## config.mk

```make
export PLATFORM = sky130hd
export DESIGN_NAME = uart_icb_resp
export DESIGN_NICKNAME = d
export VERILOG_FILES = /design/src/rtl/uart_icb_resp.sv
export SDC_FILE = /design/constraint.sdc
export NUM_CORES = 1
export LEC_CHECK = 0
export ABC_AREA = 1
export ABC_CLOCK_PERIOD_IN_PS = 6300
export BUFFER_PORTS_ARGS = -buffer_cell sky130_fd_sc_hd__clkbuf_2
export CORE_MARGIN = 2
export CORE_UTILIZATION = 50
export DETAILED_ROUTE_END_ITERATION = 7
export GPL_TIMING_DRIVEN = 0
export PLACE_DENSITY = 0.69
export REMOVE_ABC_BUFFERS = 1
export SLEW_MARGIN = 20
export SYNTH_ARGS = -nofsm -noshare
export SYNTH_HDL_FRONTEND = slang
export SYNTH_SLANG_ARGS = --single-unit
```

## constraint.sdc

```tcl
create_clock -name clk -period 6.3 [get_ports clk]
set_input_delay 0.63 -clock clk [delete_from_list [all_inputs] [get_ports clk]]
set_output_delay 0.63 -clock clk [all_outputs]
set_load 0.1 [all_outputs]
```

## src/rtl/uart_icb_resp.sv

```systemverilog
// rtl/uart_icb_resp.sv - ICB register responder for the UART window with paced TX FIFO and RX FIFO; optional macro UART_ICB_RESP_ERR_EN flags unmapped accesses
module uart_icb_resp #(
  parameter int FIFO_DEPTH = 8,
  parameter int TX_GAP     = 16
) (
  input  logic        clk,
  input  logic        rst_n,
  input  logic        icb_cmd_valid,
  output logic        icb_cmd_ready,
  input  logic [31:0] icb_cmd_addr,
  input  logic        icb_cmd_read,
  input  logic [31:0] icb_cmd_wdata,
  output logic        icb_rsp_valid,
  input  logic        icb_rsp_ready,
  output logic [31:0] icb_rsp_rdata,
  output logic        icb_rsp_err,
  output logic        tx_byte_valid,
  output logic [7:0]  tx_byte,
  input  logic        rx_push,
  input  logic [7:0]  rx_byte,
  output logic        rx_overflow
);

  localparam int AW = $clog2(FIFO_DEPTH);
  localparam int CW = (TX_GAP > 1) ? $clog2(TX_GAP) : 1;
  localparam logic [AW:0]   PTR_ONE    = {{AW{1'b0}}, 1'b1};
  localparam logic [CW-1:0] CNT_ONE    = CW'(1);
  localparam logic [CW-1:0] CNT_RELOAD = CW'(TX_GAP - 1);

  logic [7:0]    tx_mem [FIFO_DEPTH];
  logic [7:0]    rx_mem [FIFO_DEPTH];
  logic [AW:0]   tx_wptr, tx_rptr, rx_wptr, rx_rptr;
  logic          txen;
  logic [CW-1:0] gap_cnt;
  logic          tx_empty, tx_full, rx_empty, rx_full;
  logic          cmd_accept, hit_tx, hit_rx, hit_ctl, bad_addr;
  logic          tx_push, tx_pop, rx_pop, rx_wr;
  logic [31:0]   rd_mux;
  logic          unused_bits;

  // Only the low 12 address bits and the low data byte carry meaning here.
  assign unused_bits = ^{icb_cmd_addr[31:12], icb_cmd_wdata[31:8]};

  // Extra pointer MSB distinguishes full from empty when the indices match.
  assign tx_empty = (tx_wptr == tx_rptr);
  assign tx_full  = (tx_wptr[AW] != tx_rptr[AW]) && (tx_wptr[AW-1:0] == tx_rptr[AW-1:0]);
  assign rx_empty = (rx_wptr == rx_rptr);
  assign rx_full  = (rx_wptr[AW] != rx_rptr[AW]) && (rx_wptr[AW-1:0] == rx_rptr[AW-1:0]);

  // One outstanding command: a new one may enter as the old response leaves.
  assign icb_cmd_ready = ~icb_rsp_valid | icb_rsp_ready;
  assign cmd_accept    = icb_cmd_valid & icb_cmd_ready;

  assign hit_tx  = (icb_cmd_addr[11:0] == 12'h000);
  assign hit_rx  = (icb_cmd_addr[11:0] == 12'h004);
  assign hit_ctl = (icb_cmd_addr[11:0] == 12'h008);

`ifdef UART_ICB_RESP_ERR_EN
  assign bad_addr = ~(hit_tx | hit_rx | hit_ctl);
`else
  assign bad_addr = 1'b0;
`endif

  // A pop frees a slot in the same cycle, so a full FIFO still takes a push then.
  assign tx_pop  = txen & ~tx_empty & (gap_cnt == '0);
  assign tx_push = cmd_accept & ~icb_cmd_read & hit_tx & (~tx_full | tx_pop);
  assign rx_pop  = cmd_accept & icb_cmd_read & hit_rx & ~rx_empty;
  assign rx_wr   = rx_push & (~rx_full | rx_pop);

  // Read data is chosen from pre-pop state; a same-cycle RX push is not visible yet.
  always_comb begin
    rd_mux = 32'd0;
    if (icb_cmd_read) begin
      if (hit_tx)
        rd_mux = {tx_full, 31'd0};
      else if (hit_rx && !rx_empty)
        rd_mux = {1'b1, 23'd0, rx_mem[rx_rptr[AW-1:0]]};
      else if (hit_ctl)
        rd_mux = {31'd0, txen};
    end
  end

  // Response register: loads on accept, holds until the initiator takes it.
  always_ff @(posedge clk) begin
    if (!rst_n) begin
      icb_rsp_valid <= 1'b0;
      icb_rsp_rdata <= 32'd0;
      icb_rsp_err   <= 1'b0;
    end else if (cmd_accept) begin
      icb_rsp_valid <= 1'b1;
      icb_rsp_rdata <= rd_mux;
      icb_rsp_err   <= bad_addr;
    end else if (icb_rsp_ready) begin
      icb_rsp_valid <= 1'b0;
    end
  end

  // TX storage write port.
  always_ff @(posedge clk) begin
    if (tx_push)
      tx_mem[tx_wptr[AW-1:0]] <= icb_cmd_wdata[7:0];
  end

  // TX pointers, enable and paced drain; the gap counter runs down even while disabled.
  always_ff @(posedge clk) begin
    if (!rst_n) begin
      tx_wptr       <= '0;
      tx_rptr       <= '0;
      txen          <= 1'b0;
      gap_cnt       <= '0;
      tx_byte_valid <= 1'b0;
      tx_byte       <= 8'd0;
    end else begin
      if (tx_push)
        tx_wptr <= tx_wptr + PTR_ONE;
      if (tx_pop) begin
        tx_rptr       <= tx_rptr + PTR_ONE;
        tx_byte       <= tx_mem[tx_rptr[AW-1:0]];
        tx_byte_valid <= 1'b1;
        gap_cnt       <= CNT_RELOAD;
      end else begin
        tx_byte_valid <= 1'b0;
        if (gap_cnt != '0)
          gap_cnt <= gap_cnt - CNT_ONE;
      end
      if (cmd_accept && !icb_cmd_read && hit_ctl)
        txen <= icb_cmd_wdata[0];
    end
  end

  // RX storage write port.
  always_ff @(posedge clk) begin
    if (rx_wr)
      rx_mem[rx_wptr[AW-1:0]] <= rx_byte;
  end

  // RX pointers and the sticky overflow flag for pushes that found no room.
  always_ff @(posedge clk) begin
    if (!rst_n) begin
      rx_wptr     <= '0;
      rx_rptr     <= '0;
      rx_overflow <= 1'b0;
    end else begin
      if (rx_wr)
        rx_wptr <= rx_wptr + PTR_ONE;
      if (rx_pop)
        rx_rptr <= rx_rptr + PTR_ONE;
      if (rx_push && rx_full && !rx_pop)
        rx_overflow <= 1'b1;
    end
  end

endmodule

```

== Word level (Yosys, flattened, before mapping) ==
Memory sizes are Yosys's and may differ from the RTL's. A register that Yosys moved wholly into a read port is not among the register bits.
Index checks and enable logic that the tools add are counted.

* Output and inout bits: 45
* Register bits after elaboration: 56
* Memories kept: 2
* RAM bits: 128
* Word-level logic and storage cells: 75

* Eq/ne operators: 8
* Reduce and logical (&&, ||, !) cells: 16
* Add/subtract/negate cells: 5
* Bitwise gates (word level): 19
* Muxes and demuxes: 15

{| class="wikitable"
|+ Memories
! name !! depth !! width !! read ports !! clocked after memory_dff !! wr ports !! line !! text
|-
| rx_mem || 8 || 8 || 1 || 1 || 1 || 31 || <nowiki>logic [7:0] rx_mem [FIFO_DEPTH];</nowiki>
|-
| tx_mem || 8 || 8 || 1 || 1 || 1 || 30 || <nowiki>logic [7:0] tx_mem [FIFO_DEPTH];</nowiki>
|}

{| class="wikitable"
|+ Operator list
! operator !! count
|-
| two-way mux 32 bit || 3
|-
| adder 4 x 1 -> 4 bit (second input constant) || 4
|-
| equality test 12 x 3 -> 1 bit (second input constant) || 1
|-
| equality test 12 x 4 -> 1 bit (second input constant) || 1
|-
| logical NOT 12 bit || 1
|-
| AND 1 bit || 10
|-
| equality test 4 bit || 2
|-
| two-way mux 1 bit || 8
|-
| two-way mux 4 bit || 2
|-
| logical AND 1 bit || 7
|-
| equality test 3 bit || 2
|-
| two-way mux 3 bit || 2
|-
| NOT 1 bit || 6
|-
| logical NOT 1 bit || 4
|-
| logical NOT 4 bit || 1
|-
| nonzero test 2 bit || 2
|-
| nonzero test 4 bit || 1
|-
| subtractor 4 x 1 -> 4 bit (second input constant) || 1
|-
| bitwise OR 1 bit || 3
|-
| inequality test 1 bit || 2
|}

== Logic depth before layout (Yosys ltp) ==
Gate-level depths: netlist of run 1.

* Depth in word-level cells: 10
* Mapped depth: 12
* Depth with buffers taken out: 11

== Worst setup path before layout of run 1 ==
OpenSTA, ideal clock, no wires.

* Kind: register to register
* From: register icb_rsp_valid
* To: memory tx_mem[0][0] (enable)
* Clock period less this slack: 2838 ps
* Stages on the path, launching flop included: 9
* Buffers on the path: 1
* Data arrival time: 2454 ps
* Slack: 3462 ps
* Setup time: 383 ps
* Cells stage by stage: dfxtp_1 nand2_4 nand2_4 buf_6 inv_2 nand2_1 nor2_4 nand3_2 nor3_1

* Longest elaborated chain between the ends: 8

{| class="wikitable"
|+ Ends and longest elaborated chain
! what !! line !! text
|-
| start, declared || 13 || <nowiki>output logic icb_rsp_valid,</nowiki>
|-
| start signal, assigned || 86 || <nowiki>icb_rsp_valid <= 1'b0;</nowiki>
|-
| start signal, assigned || 90 || <nowiki>icb_rsp_valid <= 1'b1;</nowiki>
|-
| start signal, assigned || 94 || <nowiki>icb_rsp_valid <= 1'b0;</nowiki>
|-
| NOT 1 bit || 51 || <nowiki>assign icb_cmd_ready = ~icb_rsp_valid | icb_rsp_ready;</nowiki>
|-
| bitwise OR 1 bit || 51 ||
|-
| net icb_cmd_ready || 9 || <nowiki>output logic icb_cmd_ready,</nowiki>
|-
| AND 1 bit || 52 || <nowiki>assign cmd_accept = icb_cmd_valid & icb_cmd_ready;</nowiki>
|-
| AND 1 bit (3 in a row) || 66 || <nowiki>assign tx_push = cmd_accept & ~icb_cmd_read & hit_tx & (~tx_full | tx_pop);</nowiki>
|-
| two-way mux 1 bit || 100 || <nowiki>if (tx_push)</nowiki>
|-
| two-way mux 1 bit (implied by the code) || 101 || <nowiki>tx_mem[tx_wptr[AW-1:0]] <= icb_cmd_wdata[7:0];</nowiki>
|-
| end, declared || 30 ||
|}

The timed path passes the listed nets, and every way through them passes these cells.

== Worst setup path in the final report of run 1 ==
* From: register tx_rptr[1]
* To: memory tx_mem[0][3] (enable)

* Longest elaborated chain between the ends: 8
* Elaborated cells on any way between the ends: 11
* Classes of those cells: 2 x eq/ne; 2 x mux; 6 x bitwise; 1 x reduce/logical

{| class="wikitable"
|+ Ends and longest elaborated chain
! what !! line !! text
|-
| start, declared || 32 || <nowiki>logic [AW:0] tx_wptr, tx_rptr, rx_wptr, rx_rptr;</nowiki>
|-
| start signal, assigned || 117 || <nowiki>tx_rptr <= tx_rptr + PTR_ONE;</nowiki>
|-
| equality test 4 bit || 45 || <nowiki>assign tx_empty = (tx_wptr == tx_rptr);</nowiki>
|-
| NOT 1 bit || 65 || <nowiki>assign tx_pop = txen & ~tx_empty & (gap_cnt == '0);</nowiki>
|-
| AND 1 bit (2 in a row) || 65 ||
|-
| bitwise OR 1 bit * || 66 ||
|-
| AND 1 bit * || 66 ||
|-
| two-way mux 1 bit * || 100 ||
|-
| two-way mux 1 bit (implied by the code) * || 101 ||
|}

Every way passes the cells marked *; elsewhere a longest branch is shown, timed or not.

==> flow_metrics.tcl, run 1 <==
set metrics [dict create \
    worstPathMaxFanout 20 \
    postRouteAntennaNets 0 \
    slew_headroom_pct 31.87 \
    clock_latency_ps 430 \
    synth_top_family_by_area "simple AND/OR/NAND/NOR gates" \
    yosysWarningCount 0 \
    drc 0 \
    whs_endpoint "rx_overflow" \
    setup_viol 0 \
    hold_viol_final 0 \
    synth_area_leader_cell "edfxtp_1" \
    ctsResizeCount 0 \
    synth-edff-count 128 \
    numClockSinks 172 \
    die_area_mm2 0.01583 \
    synthTopCellsByCount "edfxtp_1 (128), nor2_1 (119), nand2_1 (106)" \
    worstSetupEndpointType "flip-flop" \
    syn_avg_cell_area_um2 10.51 \
    hold_class "flip-flop to flip-flop" \
    wirelength_um 15230 \
    cts_hold_buf 0 \
    hp-start "rx_overflow" \
    ff2ff_path_depth 9 \
    critPathLaunchType "flip-flop" \
    fmax_mhz 340.3 \
    synth_mux_area_share_pct 0 \
    synth_top_cell_area_share_pct 51.81 \
    num_rows 44 \
    synth-compound-area-share_pct 9.344 \
    crit_arrival_ps 2990 \
    p_leak_nw 3.109 \
    ys_types 33 \
    finalSetupTns_ps 0 \
    grt_pass1_wl_um 23780 \
    die_x_um 125.8 \
    grt_overflow 0 \
    synthTopCellsByArea "edfxtp_1 (52%), dfxtp_1 (12%), nor2_1 (6.0%)" \
    initial_core_util_pct 51.04 \
    cts_max_level 4 \
    vias_per_cell 5.339 \
    synth-simple-area-share_pct 17.44 \
    report.final.slew_viol_count 0 \
    crit_cells 9 \
    coreArea_mm2 0.01453 \
    drtPass1Iterations 5 \
    ys_seq_area_share_pct 63.69 \
    syn_inst 706 \
    r2r-start "tx_rptr[1]" \
    postSynth.asyncResetShare_pct 0 \
    grt_pass1_vias 4678 \
    cp_common_cell "nand2_1" \
    maxCapViolations 0 \
    syn-cell-area_mm2 0.007418 \
    worstMarginPinSlew_ps 1018 \
    rsz0062_at_grt "no" \
    antennaDiodeCount 0 \
    grt_antenna_before_repair 0 \
    min_period_ps 2938 \
    ys_ff_latch 172 \
    path_delay_family "simple AND/OR/NAND/NOR gates" \
    path_clk_slew_ps 60 \
    reg2reg_to "tx_mem[0][3]" \
    yosys.area_share.adder_pct 1.012 \
    wl_per_cell_um 16.10 \
    finalCritPeriodShare_pct 46.64 \
    portBuffers 54 \
    place.gp.congestion 0.7995 \
    cts_tree "yes" \
    crit_slowest_cell "nor3_2" \
    max_stage_delay_ps 700 \
    cp.required_ps 6350 \
    synth_most_common_cell "edfxtp_1" \
    synth_ff_type "edfxtp_1" \
    syn2layout_area_growth_pct 11.42 \
    dp_cells 914 \
    num_io_pins 123 \
    status "finished, final reports clean" \
    synth_xor_area_share_pct 1.535 \
    drtIter0Drc 497 \
    die_y_um 125.8 \
    worstPathCellList "inv_2, nand2_1, nand2_1, nor2_2, nand2_2, nand3_4, nand2_4, nand3_2, nor3_2" \
    utilization_pct 56.87 \
    hold_depth 2 \
    crit_buf_inv 1 \
    num_vias 5051 \
    r2r_slack_ps 3360 \
    cellPowerDensity_mw_per_mm2 295.8 \
    layout-drive-gt1-share_pct 15.35 \
    dpl.hpwl_um 9389 \
    crit_type "flip-flop to flip-flop" \
    grt_max_degree 37 \
    grt_use_total_pct 19.57 \
    numCtsBuffers 17 \
    fin_worst_skew_ps 8.828 \
    layout.nets 833 \
    root_buffer "clkbuf_16" \
    post-cts-setup-buffer-count 0 \
    clock_path_buffers 2 \
    vdd_drop_max_v 0.0002037 \
    final_cells 946 \
]
power breakdown:
group	leakage (nW)	switching (mW)	internal (mW)
Sequential	1.51	0.0118	1.24
Clock	0.280	0.404	0.597
Combinational	1.32	0.149	0.0430
stage by stage:
stage	total power [mW]	hold WS (ps)	instance area [um^2]	setup slack [ps]
4_1_cts	2.458	457.6	8264	3330
3_5_place_dp	1.467	449.3	7695	3318
6_report	2.445	458.5	8265	3362
5_1_grt	2.522	474.4	8265	3175
2_1_floorplan	1.423	443.0	7151	3523
3_3_place_gp	1.457	444.3	7651	2712
layout make-up:
type | count | area (um^2)
clock buffer | 26 | 510.5
clock inverter | 6 | 58.81
fill | 1183 | 6269
inverter | 42 | 160.2
multi-input combinational | 461 | 2301
sequential | 172 | 4727
tap | 184 | 230.2
timing repair buffer | 55 | 277.8
per-layer routing:
layer,vias to the layer above,track usage [%],part of all wire (%)
met4,0,8.533,1.9
met1,2391,23.81,42
li1,2462,-,-
met5,-,0,0
met3,25,4.460,5.2
met2,173,33.58,51
worst max path at each step:
stage | start | end | slack (ps)
final | tx_rptr[1] | tx_mem[0][3] | 3360
after global routing | tx_rptr[1] | tx_mem[1][0] | 3170
after CTS | tx_rptr[1] | tx_mem[0][3] | 3330
after detailed placement | icb_rsp_ready | rx_mem[4][1] | 3320
after global placement | tx_rptr[0] | tx_mem[0][4] | 2710
after floorplan | icb_rsp_valid | tx_mem[0][0] | 3520
flip-flops by register name, indices dropped and copies added (netlist names), named ones only:
name,count
rx_mem,64
tx_mem,64
tx_wptr,4
tx_byte_valid,1
tx_rptr,4
tx_byte,8
icb_rsp_valid,1
rx_overflow,1
gap_cnt,4
rx_rptr,4
rx_wptr,4
txen,1
icb_rsp_rdata,9
cell families (layout without fill, tap and decap cells):
kind of cell,Yosys count,count (layout)
buffers and inverters,96,129
xor gates and xnor gates,13,13
adders and majority gates,6,6
DFF,172,172
and+or+nand+nor,290,290
other,1,24
AOI/OAI and AO/OA,128,128
layout by cell type, fill, tap and decap left out, types with 2 or more instances in the layout:
| cell type | instances |
|---|---|
| xor2_1 | 7 |
| inv_1 | 36 |
| xnor2_1 | 6 |
| nor2_2 | 2 |
| nand4_1 | 8 |
| o21ai_0 | 70 |
| nand3_2 | 5 |
| clkbuf_1 | 5 |
| inv_4 | 2 |
| nand2_1 | 106 |
| edfxtp_1 | 128 |
| o22ai_1 | 16 |
| dfxtp_1 | 42 |
| inv_2 | 5 |
| nor2_4 | 3 |
| ha_1 | 6 |
| a21oi_1 | 29 |
| nor2_1 | 119 |
| clkinv_2 | 3 |
| conb_1 | 24 |
| dfxtp_2 | 2 |
| nor3_2 | 7 |
| nand2_4 | 5 |
| clkbuf_16 | 18 |
| clkbuf_8 | 3 |
| nand3_1 | 28 |
| clkbuf_2 | 54 |
| o211ai_1 | 12 |
worst reg2reg max path, delay by kind of cell, from the launching register on:
family,cells,cell delay [ps]
simple gates,8,1580
flops,1,570
buf+inv,1,400
Power figures use the tool's default switching activity.
==> run 2, diff against run 1 <==
- ABC_AREA: 1 -> 0
- ABC_CLOCK_PERIOD_IN_PS: 6300 -> 2600
- PLACE_DENSITY: 0.69 -> 0.72
- clock period: 6.3 -> 2.6 ns (I/O delays scaled with it)
==> flow_metrics.tcl, run 2 <==
set metrics [dict create \
    nFillCells 1060 \
    clock_path_buffers 2 \
    worstSetupEndpointType "flip-flop" \
    antennaDiodeCount 0 \
    grt_pass1_wl_um 20510 \
    dp_cells 664 \
    p_leak_nw 2.821 \
    status "finished, final reports clean" \
    layout-drive-gt1-share_pct 29.87 \
    grt_pass1_vias 3959 \
    synth_top_family_by_area "multiplexers" \
    vdd_drop_max_v 0.0005670 \
    drtIter0Drc 287 \
    layout_commonest_cell "edfxtp_1" \
    syn-cell-area_mm2 0.007022 \
    worstMarginPinSlew_ps 949.5 \
    finalCritPeriodShare_pct 93.87 \
    synth_area_leader_cell "edfxtp_1" \
    slew_headroom_pct 36.35 \
    place.gp.congestion 0.7662 \
    die_x_um 122.5 \
    worstPathMaxFanout 11 \
    hold_class "input pin to flip-flop" \
    maxCapViolations 0 \
    wl_per_cell_um 18.67 \
    synthTopCellsByArea "edfxtp_1 (55%), dfxtp_1 (13%), mux4_2 (10%)" \
    root_buffer "clkbuf_16" \
    path_clk_slew_ps 60 \
    grt_max_degree 23 \
    grt_antenna_before_repair 0 \
    drc 0 \
    layout.nets 590 \
    die_area_mm2 0.01501 \
    dpl.hpwl_um 8708 \
    setup_viol 0 \
    r2r-start "tx_rptr[2]" \
    yosysWarningCount 0 \
    final_cells 699 \
    clock_latency_ps 430 \
    syn_inst 448 \
    num_rows 43 \
    synthTopCellsByCount "edfxtp_1 (128), dfxtp_1 (44), mux4_2 (32)" \
    final_cell_mix "edfxtp_1 (128), clkbuf_2 (54), dfxtp_1 (38)" \
    crit_arrival_ps 2510 \
    hp-start "icb_cmd_valid" \
    vias_per_cell 5.504 \
    numClockSinks 172 \
    cellPowerDensity_mw_per_mm2 763.3 \
    synth_mux_area_share_pct 13.28 \
    synth_ff_type "edfxtp_1" \
    fin_worst_skew_ps 9.392 \
    cts_max_level 4 \
    initial_core_util_pct 50.98 \
    synth-edff-count 128 \
    numCtsBuffers 17 \
    wirelength_um 13050 \
    syn2layout_area_growth_pct 15.82 \
    rsz0062_at_grt "yes" \
    critPathLaunchType "flip-flop" \
    holdWs_ps 91.57 \
    synth_most_common_cell "edfxtp_1" \
    grt_overflow 0 \
    p_clk_share_pct 44.6 \
    synth_top_cell_area_share_pct 54.74 \
    p_sw_mw 1.370 \
    min_period_ps 2441 \
    ys_ff_latch 172 \
    worstSetupStartpoint "tx_rptr[2]" \
    ys_types 48 \
    num_io_pins 123 \
    synth-simple-area-share_pct 7.306 \
    ys_seq_area_share_pct 67.28 \
    finalSetupTns_ps 0 \
    grt_use_total_pct 18.78 \
    coreArea_mm2 0.01377 \
    intPower_mw 4.837 \
    portBuffers 54 \
    p_seq_share_pct 48.6 \
    num_vias 3847 \
    drtPass1Iterations 4 \
    yosys.area_share.adder_pct 1.069 \
    switching_share_pct 22.08 \
    postRouteAntennaNets 0 \
    crit_type "flip-flop to flip-flop" \
    synth-compound-area-share_pct 4.597 \
    cts_tree "yes" \
    fmax_mhz 409.7 \
    synth_xor_area_share_pct 1.746 \
    syn_avg_cell_area_um2 15.67 \
    hold_viol_final 0 \
    postSynth.asyncResetShare_pct 0 \
    cp.required_ps 2660 \
    die_y_um 122.5 \
    report.final.slew_viol_count 0 \
    comb_power_share_pct 6.8 \
]
-- run 2: changes by cell type after synthesis, moves of 12 or more --
| cell | delta |
|---|---|
| o211ai_1 | -12 |
| nand3_1 | -20 |
| o22ai_1 | -16 |
| mux2i_1 | +20 |
| nor2_1 | -104 |
| nand2_1 | -81 |
| mux4_2 | +32 |
| o21ai_0 | -50 |
| inv_1 | -28 |
-- run 2: repair_timing --
action,in CTS,in global routing
hold buffers,0,0
hold endpoints to repair,0,0
buffers inserted,0,3
endpoints found under the setup margin,64,57
gates resized for setup,7,5
-- run 2: worst paths after layout --
kind                       to  slack [ps]  cells after the start
max              tx_mem[5][6]         160                      5
min             icb_rsp_valid          90                      3
max reg2reg      tx_mem[5][6]         160                      5
min reg2reg  icb_rsp_rdata[3]         460                      2
-- run 2: layout make-up --
type	instances	area (um^2)	area share [%]
Clock buffer	19	442.9	5.446
Tap cell	180	225.2	2.769
Multi-Input combinational cell	243	2136	26.26
Timing Repair Buffer	64	350.3	4.308
Clock inverter	13	211.5	2.600
Sequential cell	172	4737	58.25
Inverter	8	30.03	0.3692
-- run 2: cell families (layout without fill, tap and decap cells) --
logic type | count (synthesis) | count (layout)
flops | 172 | 172
other cells | 1 | 24
buf+inv | 56 | 104
simple gates | 92 | 92
fa+ha+maj | 6 | 6
mux | 53 | 53
xor+xnor | 14 | 14
compound gates | 54 | 54
-- run 2: critical path: stages, from the launching register on --
cell and delay (ps):
dfxtp_2 580, xnor2_1 190, nand4b_1 170, o2111ai_2 290, nor3_2 300, and3_1 550
-- run 2: routing by layer --
metal	wire (um)	GRT usage [%]	vias to the layer above
met5	0	0	-
met4	316	8.405	0
met3	598	4.740	25
met2	6721	31.35	93
met1	5413	23.20	1937
li1	-	-	1792
-- run 2: power groups by stage --
stage / Clock [mW] / Sequential (mW) / Combinational (mW)
detailed placement: 0 / 3.08 / 0.421
global placement: 0 / 3.08 / 0.407
floorplan: 0 / 3.08 / 0.317
global route: 2.90 / 3.02 / 0.458
finish: 2.77 / 3.02 / 0.419
CTS: 2.81 / 3.02 / 0.422
-- run 2: per-stage QoR --
step	setup WS [ps]	area (um^2)	utilization (%)	power [mW]
after floorplan	-1052	6810	-	3.398
final	159.5	8133	59.05	6.208
after CTS	32.40	8093	58.76	6.251
after global routing	-0.3388	8133	59.05	6.386
after detailed placement	-499.5	7417	53.85	3.503
after global placement	-1411	7306	53.04	3.484
==> run 3, diff against run 2 <==
==> constraint.sdc (replaced) <==
create_clock -name clk -period 2.6 [get_ports clk]
set_input_delay 0.65 -clock clk [delete_from_list [all_inputs] [get_ports clk]]
set_output_delay 0.65 -clock clk [all_outputs]
set_load 0.1 [all_outputs]
==> flow_metrics.tcl, run 3 (synthesis results as in run 2) <==
set metrics [dict create \
    status "finished, final reports clean" \
    syn2layout_area_growth_pct 16.29 \
    setup_viol 0 \
    crit_type "flip-flop to flip-flop" \
    grt_antenna_before_repair 0 \
    worstMarginPinSlew_ps 951.8 \
    portBuffers 54 \
    cts_tree "yes" \
    grt_use_total_pct 18.77 \
    critPathLaunchType "flip-flop" \
    drtPass1Iterations 4 \
    root_buffer "clkbuf_16" \
    die_x_um 122.5 \
    die_y_um 122.5 \
    highest_layer "met4" \
    nFillCells 1057 \
    p_leak_nw 2.820 \
    drc 0 \
    num_vias 3829 \
    final_cell_mix "edfxtp_1 (128), clkbuf_2 (54), dfxtp_1 (38)" \
    die_area_mm2 0.01501 \
    fin_worst_skew_ps 7.724 \
    place.gp.congestion 0.7662 \
    numClockSinks 172 \
    cts_max_level 4 \
    met2RoutedLength_um 6700 \
    min_period_ps 2471 \
    coreArea_mm2 0.01377 \
    wl_per_cell_um 18.72 \
    report.final.slew_viol_count 0 \
    clock_path_buffers 2 \
    regArea_mm2 0.004737 \
    initial_core_util_pct 50.98 \
    finalCritPeriodShare_pct 95.04 \
    worstPathMaxFanout 9 \
    slew_headroom_pct 36.55 \
    clock_latency_ps 430 \
    dp_cells 664 \
    grt_max_degree 23 \
    grt_pass1_vias 3959 \
    final_cells 699 \
    holdWs_ps 459.2 \
    postRouteAntennaNets 0 \
    dr_wl_met3_um 744 \
    vdd_drop_max_v 0.0005670 \
    fmax_mhz 404.7 \
    wirelength_um 13080 \
    antennaDiodeCount 0 \
    numCtsBuffers 17 \
    hold_viol_final 0 \
    worstSetupEndpointType "flip-flop" \
    grt_pass1_wl_um 20490 \
    cp.required_ps 2780 \
    dpl.hpwl_um 8708 \
    vias_per_cell 5.478 \
    cellPowerDensity_mw_per_mm2 760.4 \
    wl_met1_um 5336 \
    multi_input_comb_area_mm2 0.002168 \
    layout.nets 590 \
    maxCapViolations 0 \
    num_rows 43 \
    layout_commonest_cell "edfxtp_1" \
    path_clk_slew_ps 70 \
    layout-drive-gt1-share_pct 30.06 \
    grt_overflow 0 \
    crit_arrival_ps 2660 \
    drtIter0Drc 295 \
    hold_class "flip-flop to flip-flop" \
    num_io_pins 123 \
]
## run 3: cell counts in the layout (fill, tap and decap cells not counted)
No cell type changed its count.
## run 3: final cells by class
| type | count | share of cell area, % |
|---|---|---|
| clock buffers | 19 | 5.424 |
| clock inverters | 13 | 2.590 |
| inverters | 8 | 0.3678 |
| multi-input cells | 243 | 26.56 |
| flip-flops and latches | 172 | 58.01 |
| well taps | 180 | 2.758 |
| repair buffers | 64 | 4.291 |
## run 3: path summary, 6_finish.rpt
kind	from	end	slack, ps	cells after the start
worst max-delay path	rx_wptr[1]	rx_mem[5][6]	130	6
worst min-delay path	icb_rsp_rdata[3]	icb_rsp_rdata[3]	460	2
worst max register to register	rx_wptr[1]	rx_mem[5][6]	130	6
worst min register to register	icb_rsp_rdata[3]	icb_rsp_rdata[3]	460	2
## run 3: layer usage
metal,vias to the layer above,GRT usage [%]
li1,1787,-
met1,1904,23.20
met2,115,31.28
met3,23,4.740
met4,0,8.477
met5,-,0
## run 3: critical path, cell delays in order, from the launching register on
cell and delay, ps:
dfxtp_1 620, xor2_1 170, nor4_1 630, o31ai_4 230, nand2_1 250, nor3_2 110
buf_4 210
## run 3: power breakdown
group	internal (mW)	switching [mW]	total, mW
logic	0.110	0.313	0.423
registers	2.99	0.0317	3.02
clock network	1.74	1.03	2.77
total	4.84	1.37	6.21
## run 3: repair_timing
item,in CTS,in global routing
endpoints found under the hold margin,0,0
hold buffers,0,0
endpoints found under the setup margin,77,69
gates resized for setup,9,8
setup buffers,0,3
## run 3: per-stage QoR
step	utilization [%]	instance area (um^2)	power [mW]	setup TNS [ps]	worst slack, ps
final	59.28	8165	6.209	0	129.0
after global routing	59.28	8165	6.390	-113.6	-21.09
after CTS	58.84	8104	6.253	0	32.40
after detailed placement	53.85	7417	3.503	-39180	-499.5
after global placement	53.04	7306	3.484	-106580	-1411
after floorplan	-	6810	3.398	-97650	-1052
